<file path="src/rtl/tmds_encoder.sv">
// tmds_encoder: per-channel DVI/TMDS 8b/10b encoder, two-stage pipeline.
// Stage 1 transition-minimises the pixel byte into q_m[8:0]; stage 2 applies
// DC balancing against a signed running disparity and emits the 10-bit symbol.
// Optional feature macro: TMDS_ENCODER_DISPARITY_OUT_EN exposes the running
// disparity (value after the update for the symbol on tmds) as a port.
module tmds_encoder (
    input  logic              clk,
    input  logic              rst,
    input  logic              de,
    input  logic [7:0]        data,
    input  logic [1:0]        c,
`ifdef TMDS_ENCODER_DISPARITY_OUT_EN
    output logic [9:0]        tmds,
    output logic signed [4:0] disparity
`else
    output logic [9:0]        tmds
`endif
);

    localparam logic [9:0] CTRL_00 = 10'b1101010100;
    localparam logic [9:0] CTRL_01 = 10'b0010101011;
    localparam logic [9:0] CTRL_10 = 10'b0101010100;
    localparam logic [9:0] CTRL_11 = 10'b1010101011;

    function automatic logic [3:0] ones8(input logic [7:0] v);
        logic [3:0] n;
        n = 4'd0;
        for (int i = 0; i < 8; i++) begin
            n = n + {3'b000, v[i]};
        end
        return n;
    endfunction

    // Stage 1 registers
    logic       de_s1;
    logic [1:0] c_s1;
    logic [8:0] qm_s1;

    // Stage 2 state
    logic signed [4:0] cnt;

    // Stage 1 combinational signals
    logic [3:0] n1_data;
    logic       use_xnor;
    logic [8:0] qm_next;

    // Stage 2 combinational signals
    logic [3:0]        n1_qm;
    logic [3:0]        n0_qm;
    logic signed [4:0] diff;
    logic signed [4:0] two_qm8;
    logic signed [4:0] two_nqm8;
    logic [9:0]        tmds_next;
    logic signed [4:0] cnt_next;

    // Transition minimisation: choose XOR or XNOR chaining from the ones count
    always_comb begin
        n1_data  = ones8(data);
        use_xnor = (n1_data > 4'd4) || ((n1_data == 4'd4) && !data[0]);
        qm_next  = '0;
        qm_next[0] = data[0];
        for (int i = 1; i < 8; i++) begin
            qm_next[i] = use_xnor ? ~(qm_next[i-1] ^ data[i])
                                  :  (qm_next[i-1] ^ data[i]);
        end
        qm_next[8] = ~use_xnor;
    end

    // Stage 1 register: latch de, control bits and q_m
    always_ff @(posedge clk) begin
        if (rst) begin
            de_s1 <= 1'b0;
            c_s1  <= 2'b00;
            qm_s1 <= '0;
        end else begin
            de_s1 <= de;
            c_s1  <= c;
            qm_s1 <= qm_next;
        end
    end

    // DC balancing: pick symbol polarity and the new running disparity
    always_comb begin
        n1_qm    = ones8(qm_s1[7:0]);
        n0_qm    = 4'd8 - n1_qm;
        // N1-N0 lies in -8..8, so 5 signed bits hold it exactly
        diff     = $signed({1'b0, n1_qm}) - $signed({1'b0, n0_qm});
        two_qm8  = $signed({3'b000, qm_s1[8], 1'b0});
        two_nqm8 = $signed({3'b000, ~qm_s1[8], 1'b0});
        tmds_next = CTRL_00;
        cnt_next  = cnt;
        if (!de_s1) begin
            cnt_next = 5'sd0;
            case (c_s1)
                2'b00:   tmds_next = CTRL_00;
                2'b01:   tmds_next = CTRL_01;
                2'b10:   tmds_next = CTRL_10;
                default: tmds_next = CTRL_11;
            endcase
        end else if ((cnt == 5'sd0) || (n1_qm == n0_qm)) begin
            tmds_next = {~qm_s1[8], qm_s1[8],
                         qm_s1[8] ? qm_s1[7:0] : ~qm_s1[7:0]};
            cnt_next  = qm_s1[8] ? (cnt + diff) : (cnt - diff);
        end else if (((cnt > 5'sd0) && (n1_qm > n0_qm)) ||
                     ((cnt < 5'sd0) && (n0_qm > n1_qm))) begin
            tmds_next = {1'b1, qm_s1[8], ~qm_s1[7:0]};
            cnt_next  = cnt + two_qm8 - diff;
        end else begin
            tmds_next = {1'b0, qm_s1[8], qm_s1[7:0]};
            cnt_next  = cnt + diff - two_nqm8;
        end
    end

    // Stage 2 register: output symbol and running disparity
    always_ff @(posedge clk) begin
        if (rst) begin
            tmds <= CTRL_00;
            cnt  <= 5'sd0;
        end else begin
            tmds <= tmds_next;
            cnt  <= cnt_next;
        end
    end

`ifdef TMDS_ENCODER_DISPARITY_OUT_EN
    assign disparity = cnt;
`endif

endmodule

</file>
<file path="config.mk">
export PLATFORM = sky130hd
export DESIGN_NAME = tmds_encoder
export DESIGN_NICKNAME = d
export VERILOG_FILES = /design/src/rtl/tmds_encoder.sv
export SDC_FILE = /design/constraint.sdc
export NUM_CORES = 1
export LEC_CHECK = 0
export ABC_AREA = 1
export BUFFER_PORTS_ARGS = -buffer_cell sky130_fd_sc_hd__clkbuf_2
export CAP_MARGIN = 10
export CELL_PAD_IN_SITES_DETAIL_PLACEMENT = 0
export CELL_PAD_IN_SITES_GLOBAL_PLACEMENT = 1
export CORE_MARGIN = 1.5
export CORE_UTILIZATION = 40
export DETAILED_ROUTE_END_ITERATION = 8
export PLACE_DENSITY_LB_ADDON = 0.1
export SLEW_MARGIN = 20
export SYNTH_ARGS = -nofsm -noshare
export SYNTH_HDL_FRONTEND = slang
export SYNTH_SLANG_ARGS = --single-unit
</file>
<file path="constraint.sdc">
create_clock -name clk -period 5.3 [get_ports clk]
set_input_delay 0 -clock clk [delete_from_list [all_inputs] [get_ports clk]]
set_output_delay 0 -clock clk [all_outputs]
set_load 0.01 [all_outputs]
</file>
==> results.tsv, run 1 <==
stage	metric	value	unit
setup_path	critPathBufInv	5	
setup_path	worstPathArrival	4.53	ns
synthesis	synth_most_common_cell	inv_1	
power_and_ir_drop	power_frac_clock	0.084	
drt	firstDrtPassIters	5	
flow_run	cap_violations	0	
synthesis	synth_top_area_cell	dfxtp_1	
final_layout	syn_to_final_growth	12.98	%
sta	fin_crit_sh	0.8144	
setup_path	crit_fanout	3	
final_layout	nNetsFinal	365	
synthesis	synth-compound-area-share	0.1107	
power_and_ir_drop	switchingPower	762.2	uW
drt	avgViaCountPerCell	4.535	
global_route	grt-ovfl-total	0	
clocking	cts_setup_buffers	0	
floorplanning	die_h	76.48	um
synthesis	synth_adder_area_share	0.2387	
drt	dr_total_vias	1755	
global_route	grt_max_degree	18	
synthesis	syn_inst	289	
floorplanning	start_util	0.4202	
synthesis	synth_common_cells	61 x inv_1, 56 x nand2_1, 27 x dfxtp_1	
sta	setup_viol	0	
power_and_ir_drop	pwr-share-seq	0.177	
setup_path	r2r-end	cnt[4]$_SDFF_PP0_	
setup_path	slowest_delay	0.55	ns
setup_path	crit_start	qm_s1[0]$_SDFF_PP0_	
drt	wl_per_cell	10.72	um
global_route	grt_pass1_wl	7.286	mm
setup_path	cpMaxStageDelayCell	fa_1	
clocking	cts_root_buffer	clkbuf_8	
synthesis	yosysSeqAreaShare	0.2503	
floorplanning	rows	26	
clocking	cts_tree	built	
global_route	grt_use_total	0.1529	
synthesis	yosys_warnings	0	
setup_path	reg2reg_from	qm_s1[0]$_SDFF_PP0_	
synthesis	synth_top_family_by_area	simple AND/OR/NAND/NOR gates	
sta	post-route-min-period	4.316	ns
synthesis	synth_ff_type	dfxtp_1	
status	outcome	finished clean	
clocking	clock_path_buffers	2	
power_and_ir_drop	pwr-share-comb	0.739	
global_route	antenna_found_initial	0	
sta	slew_viol_final	0	
power_and_ir_drop	powerDensity	606.4	nW/um^2
final_layout	final_layout_size_suffix_gt1_frac	0.1767	
setup_path	crit_end	cnt[4]$_SDFF_PP0_	
setup_path	r2r_cells	19	
clocking	cts.sinks	27	
placed_design	gp_congestion	0.9109	
setup_path	crit_path_cell_trace	inv_1 -> fa_1 -> fa_1 -> fa_1 -> inv_1 -> ha_1 -> fa_1 -> inv_2 -> ha_1 -> inv_1 -> fa_1 -> inv_1 -> a21oi_1 -> nand2_1 -> xor2_1 -> nand2_1 -> nand2_1 -> nand3_1 -> a21oi_2	
drt	drc_errors	0	
setup_path	required	5.52	ns
synthesis	synth_cell_types	26	
synthesis	syn_area	2160	um^2
power_and_ir_drop	power.leakage	1.283	nW
synthesis	synthSimpleGateAreaFrac	0.2607	
setup_path	crit_family	adder cells	
sta	fin_setup_tns	0	ns
drt	routed_wl	4.149	mm
synthesis	netlist.area_leader.share	0.2503	
synthesis	synth-seq-cells	27	
floorplanning	dieArea	5848	um^2
synthesis	avgSynthCellArea	7.473	um^2
synthesis	synth_edf_count	0	
power_and_ir_drop	p_int	717.2	uW
synthesis	synth_async_sr_flop_share	0	
power_and_ir_drop	swShare	0.5152	
placed_design	dp_hpwl	3.496	mm
floorplanning	die_x	76.48	um
synthesis	synthMuxAreaShare	0	
sta	slew_headroom	0.6454	
synthesis	synth_nets	336	
placed_design	port_buffers	22	
clocking	cts_buffers	3	
final_layout	antennaDiodeCount	0	
setup_path	regToRegSetupSlack	0.98	ns
clocking	clk_latency	0.28	ns
min_path	hp-class	in2reg	
synthesis	synth.area.top_cells	dfxtp_1 25%, ha_1 13%, fa_1 11%	
setup_path	cp-end-kind	flop	
floorplanning	core_area	5140	um^2
clocking	htree_levels	1	
sta	tightest_slew	0.5274	ns
setup_path	crit_top_cell	fa_1	
drt	drt_iter0_markers	59	
sta	rsz0062_at_grt	no	
synthesis	synth_xor_area_frac	0.02028	
final_layout	post-route-util	0.4747	
clocking	clkTransAtPathRegs	0.10	ns
setup_path	worstSetupStartpointType	flop	
global_route	grt_pass1_vias	1685	
sta	finalClockSkew	0.004293	ns
setup_path	critical_path_class	reg2reg	
floorplanning	io_pins	23	
setup_path	cp_num_cells	19	
sta	max_freq	0.2317	GHz
power_and_ir_drop	irDropWorstVdd	0.0001747	V
sta	final_hold_viol_count	0	
drt	drtAntennaViolNets	0	
what timing repair did:
| action | 4_1_cts | 5_1_grt |
|---|---|---|
| resized for setup | 0 | 0 |
| hold buffers | 4 | 0 |
| setup endpoints to repair | 0 | 0 |
| endpoints found under the hold margin | 4 | 0 |
per-layer routing:
metal / global-route usage / part of all wire / up-vias
met5: 0 / 0 / -
met4: 0.02222 / 0.0060 / 0
met3: 0.02515 / 0.019 / 4
met2: 0.2955 / 0.50 / 15
met1: 0.1781 / 0.48 / 783
li1: - / - / 953
power groups by stage:
stage	Combinational, mW	Sequential (mW)	Clock (mW)
finish	1.09	0.261	0.124
CTS	1.10	0.262	0.131
detailed placement	1.09	0.267	0
global route	1.26	0.266	0.140
floorplan	0.866	0.267	0
global placement	1.11	0.267	0
stage by stage:
stage                     power (mW)  instance area, um^2  hold WS [ns]  cells  setup WS, ns
final                          1.479                 2440       0.01433    387        0.9839
after global routing           1.664                 2440       0.02931    387        0.6919
after CTS                      1.493                 2440       0.02270    387        0.9717
after detailed placement       1.362                 2350        0.1960    379        0.9849
after global placement         1.375                 2350        0.1929    379         1.105
after floorplan                1.133                 2160       0.06907    289         1.208
cell type report:
| type | count | area, um^2 |
|---|---|---|
| Inverter | 66 | 250.2 |
| Clock inverter | 1 | 8.758 |
| Timing Repair Buffer | 26 | 150.1 |
| Sequential cell | 27 | 540.5 |
| Multi-Input combinational cell | 194 | 1361 |
| Clock buffer | 3 | 41.29 |
| Tap cell | 70 | 87.58 |
| Fill cell | 565 | 2700 |
cells by family after synthesis:
logic type / Yosys count
compound gates: 42
buf+inv: 68
fa+ha+maj: 34
xor+xnor: 5
flops: 27
simple gates: 113
tightest hold or removal path: cells and delay by family:
family / cells / cell delay, ns
AND/OR/NAND/NOR: 1 / 0.05
buffers and inverters: 2 / 0.20
worst min-delay path by stage:
stage                     startpoint                   to  slack, ns  cells past startpoint
after floorplan                  rst  qm_s1[2]$_SDFF_PP0_       0.07                      1
final                        data[0]  qm_s1[0]$_SDFF_PP0_       0.01                      3
after global placement            de     de_s1$_SDFF_PP0_       0.19                      3
after detailed placement        c[1]   c_s1[1]$_SDFF_PP0_       0.20                      3
after CTS                    data[0]  qm_s1[0]$_SDFF_PP0_       0.02                      3
after global routing         data[2]  qm_s1[2]$_SDFF_PP0_       0.03                      3
state kept, by name, indices dropped and copies added, names as in the netlist:
name,count
cnt,5
de_s1,1
qm_s1,9
tmds,10
c_s1,2
layout by cell type (no fill, tap or decap), types with 2 or more instances in the layout:
cell type      instances
inv_1                 61
nand2_1               56
dfxtp_1               27
ha_1                  22
clkbuf_2              22
nand3_1               21
a21oi_1               20
o21ai_0               15
nor2_1                12
fa_1                  12
nand2_2               11
nand3_2                5
inv_2                  4
dlygate4sd3_1          4
xnor2_1                3
o211ai_1               3
clkbuf_8               3
nor2_2                 2
nand2_4                2
xor2_1                 2
nand3_4                2
No activity file was read; power rests on OpenSTA's default activity.
==> run 2, diff against run 1 <==
Clock period 5.3 ns to 4.4 ns, I/O delays scaled along.
==> results.tsv, run 2 (synthesis results as in run 1) <==
stage	metric	value	unit	change
final_layout	nNetsFinal	369		+1.1%
floorplanning	die_x	76.48	um	unchanged
global_route	grt_max_degree	18		unchanged
setup_path	r2r_cells	21		+2
power_and_ir_drop	irDropWorstVdd	0.0002483	V	+42%
placed_design	dpl_worst_slack	0.1031	ns	-0.8818 ns
final_layout	design_area	2490	um^2	+2.1%
sta	post-route-min-period	4.289	ns	-0.02662 ns
setup_path	required	4.62	ns	-0.90 ns
sta	finalClockSkew	0.005381	ns	+0.001088 ns
clocking	cts.sinks	27		unchanged
drt	avgViaCountPerCell	4.478		-1.2%
placed_design	dp_hpwl	3.569	mm	+2.1%
final_layout	final_common_cell	inv_1		
clocking	cts_buffers	3		unchanged
drt	drc_errors	0		unchanged
final_layout	post-route-util	0.4844		+0.009737
power_and_ir_drop	swShare	0.5051		-0.01015
final_layout	regMostFlops	tmds		
floorplanning	rows	26		unchanged
power_and_ir_drop	pwr-share-comb	0.749		+0.010
drt	drt_iter0_markers	54		-8.5%
placed_design	dpl_cell_area	2357	um^2	+0.32%
sta	finalWorstSetupSlack	0.1105	ns	-0.8734 ns
drt	drtAntennaViolNets	0		unchanged
global_route	grt_pass1_vias	1769		+5.0%
final_layout	largest_reg_flops	10		unchanged
clocking	cts_root_buffer	clkbuf_8		
setup_path	worstSetupStartpointType	flop		
drt	dr_total_vias	1751		-0.23%
floorplanning	dieArea	5848	um^2	unchanged
global_route	antenna_found_initial	0		unchanged
drt	wl_met3	80	um	unchanged
setup_path	cp-end-kind	flop		
global_route	grt_pass1_wl	7.679	mm	+5.4%
setup_path	reg2reg_from	qm_s1[0]$_SDFF_PP0_		
sta	fin_crit_sh	0.9749		+0.1605
power_and_ir_drop	power.leakage	1.297	nW	+1.1%
final_layout	syn_to_final_growth	15.30	%	
setup_path	r2r-end	cnt[4]$_SDFF_PP0_		
flow_run	cap_violations	0		unchanged
sta	rsz0062_at_grt	yes		
min_path	holdPathStages	3		unchanged
final_layout	final_cells	391		+1.0%
drt	met2_length	2.235	mm	+7.9%
clocking	clock_path_buffers	2		unchanged
power_and_ir_drop	p_int	930.9	uW	+30%
min_path	hp-class	in2reg		
sta	tightest_slew	0.4905	ns	-0.03693 ns
clocking	htree_levels	1		unchanged
drt	top_layer	met4		
power_and_ir_drop	powerDensity	755.4	nW/um^2	+25%
final_layout	final_layout_size_suffix_gt1_frac	0.2118		+0.03518
sta	hold_slack	0.003059	ns	-0.01127 ns
floorplanning	io_pins	23		unchanged
floorplanning	die_h	76.48	um	unchanged
clocking	cts_tree	built		
setup_path	worstPathArrival	4.51	ns	-0.02 ns
global_route	grt-ovfl-total	0		unchanged
min_path	hold_start	data[0]		
sta	slew_headroom	0.6702		+0.02483
final_layout	top_regs	tmds (10), qm_s1 (9), cnt (5)		
sta	setup_viol	0		unchanged
power_and_ir_drop	pwr-share-seq	0.168		-0.009
clocking	clk_latency	0.29	ns	about the same
drt	firstDrtPassIters	4		-1
placed_design	dp_cells	380		+0.26%
power_and_ir_drop	switchingPower	949.9	uW	+25%
status	outcome	finished clean		
global_route	grt_use_total	0.1650		+0.01212
setup_path	crit_fanout	3		unchanged
final_layout	antennaDiodeCount	0		unchanged
drt	wl_per_cell	11.02	um	+2.7%
sta	final_hold_viol_count	0		unchanged
placed_design	gp_congestion	0.9410		+3.3%
placed_design	port_buffers	22		unchanged
final_layout	most-common-layout-cells	61 x inv_1, 54 x nand2_1, 26 x dfxtp_1		
sta	max_freq	0.2331	GHz	+0.62%
clocking	clkTransAtPathRegs	0.10	ns	about the same
setup_path	regToRegSetupSlack	0.11	ns	-0.87 ns
drt	routed_wl	4.307	mm	+3.8%
sta	slew_viol_final	0		unchanged
min_path	hold_path_end	qm_s1[0]$_SDFF_PP0_		
floorplanning	core_area	5140	um^2	unchanged
power_and_ir_drop	power_frac_clock	0.083		about the same
drt	drt-met1-wl	1.946	mm	-1.3%
setup_path	critical_path_class	reg2reg		
floorplanning	start_util	0.4202		unchanged
[run 2: power groups by stage]
| stage | registers [mW] | clock network [mW] | logic (mW) |
|---|---|---|---|
| floorplan | 0.321 | 0 | 1.04 |
| global placement | 0.322 | 0 | 1.34 |
| detailed placement | 0.322 | 0 | 1.35 |
| CTS | 0.316 | 0.166 | 1.35 |
| global route | 0.324 | 0.173 | 1.62 |
| finish | 0.316 | 0.156 | 1.41 |
[run 2: worst max-delay path, stage by stage, from the launching register on]
cell and delay, ns:
dfxtp_2 0.34, inv_1 0.06, fa_1 0.55, fa_1 0.42, fa_1 0.49, inv_1 0.04
ha_2 0.17, fa_1 0.57, inv_2 0.06, buf_4 0.13, buf_4 0.13, fa_2 0.57
nand2_1 0.07, nor2_2 0.12, inv_1 0.04, nand2_1 0.05, nand3_1 0.07, nand2_2 0.09
nand2_2 0.05, nand2_1 0.05, nand2_1 0.06, a21oi_2 0.11
[run 2: worst max path at each step]
stage / start / end / slack (ns) / depth (start not counted)
after CTS: qm_s1[0]$_SDFF_PP0_ / cnt[4]$_SDFF_PP0_ / 0.1 / 20
after global routing: qm_s1[0]$_SDFF_PP0_ / cnt[4]$_SDFF_PP0_ / -0.14 / 20
after global placement: qm_s1[0]$_SDFF_PP0_ / cnt[4]$_SDFF_PP0_ / 0.20 / 20
final: qm_s1[0]$_SDFF_PP0_ / cnt[4]$_SDFF_PP0_ / 0.11 / 21
after floorplan: qm_s1[0]$_SDFF_PP0_ / cnt[4]$_SDFF_PP0_ / 0.31 / 20
after detailed placement: qm_s1[0]$_SDFF_PP0_ / cnt[4]$_SDFF_PP0_ / 0.10 / 20
[run 2: layout make-up]
| class | instances | area (um^2) |
|---|---|---|
| clock buffers | 3 | 41.29 |
| clock inverters | 1 | 8.758 |
| fillers | 554 | 2650 |
| inverters | 66 | 250.2 |
| multi-input cells | 194 | 1380 |
| flip-flops and latches | 27 | 541.8 |
| well taps | 70 | 87.58 |
| repair buffers | 30 | 180.2 |
[run 2: per-layer routing]
layer,track usage,up-vias
met5,0,-
met4,0.04630,0
met3,0.02515,5
met2,0.3107,17
met1,0.1915,771
li1,-,958
[run 2: what timing repair did]
item / CTS / global route
hold buffers: 4 / 0
setup buffers: 0 / 3
endpoints found under the setup margin: 0 / 1
hold endpoints to repair: 4 / 0
resized for setup: 0 / 9
[run 2: stage by stage]
stage / power [mW] / TNS, ns
after detailed placement: 1.668 / 0
after floorplan: 1.365 / 0
after global routing: 2.121 / -0.1410
final: 1.881 / 0
after CTS: 1.832 / 0
after global placement: 1.661 / 0
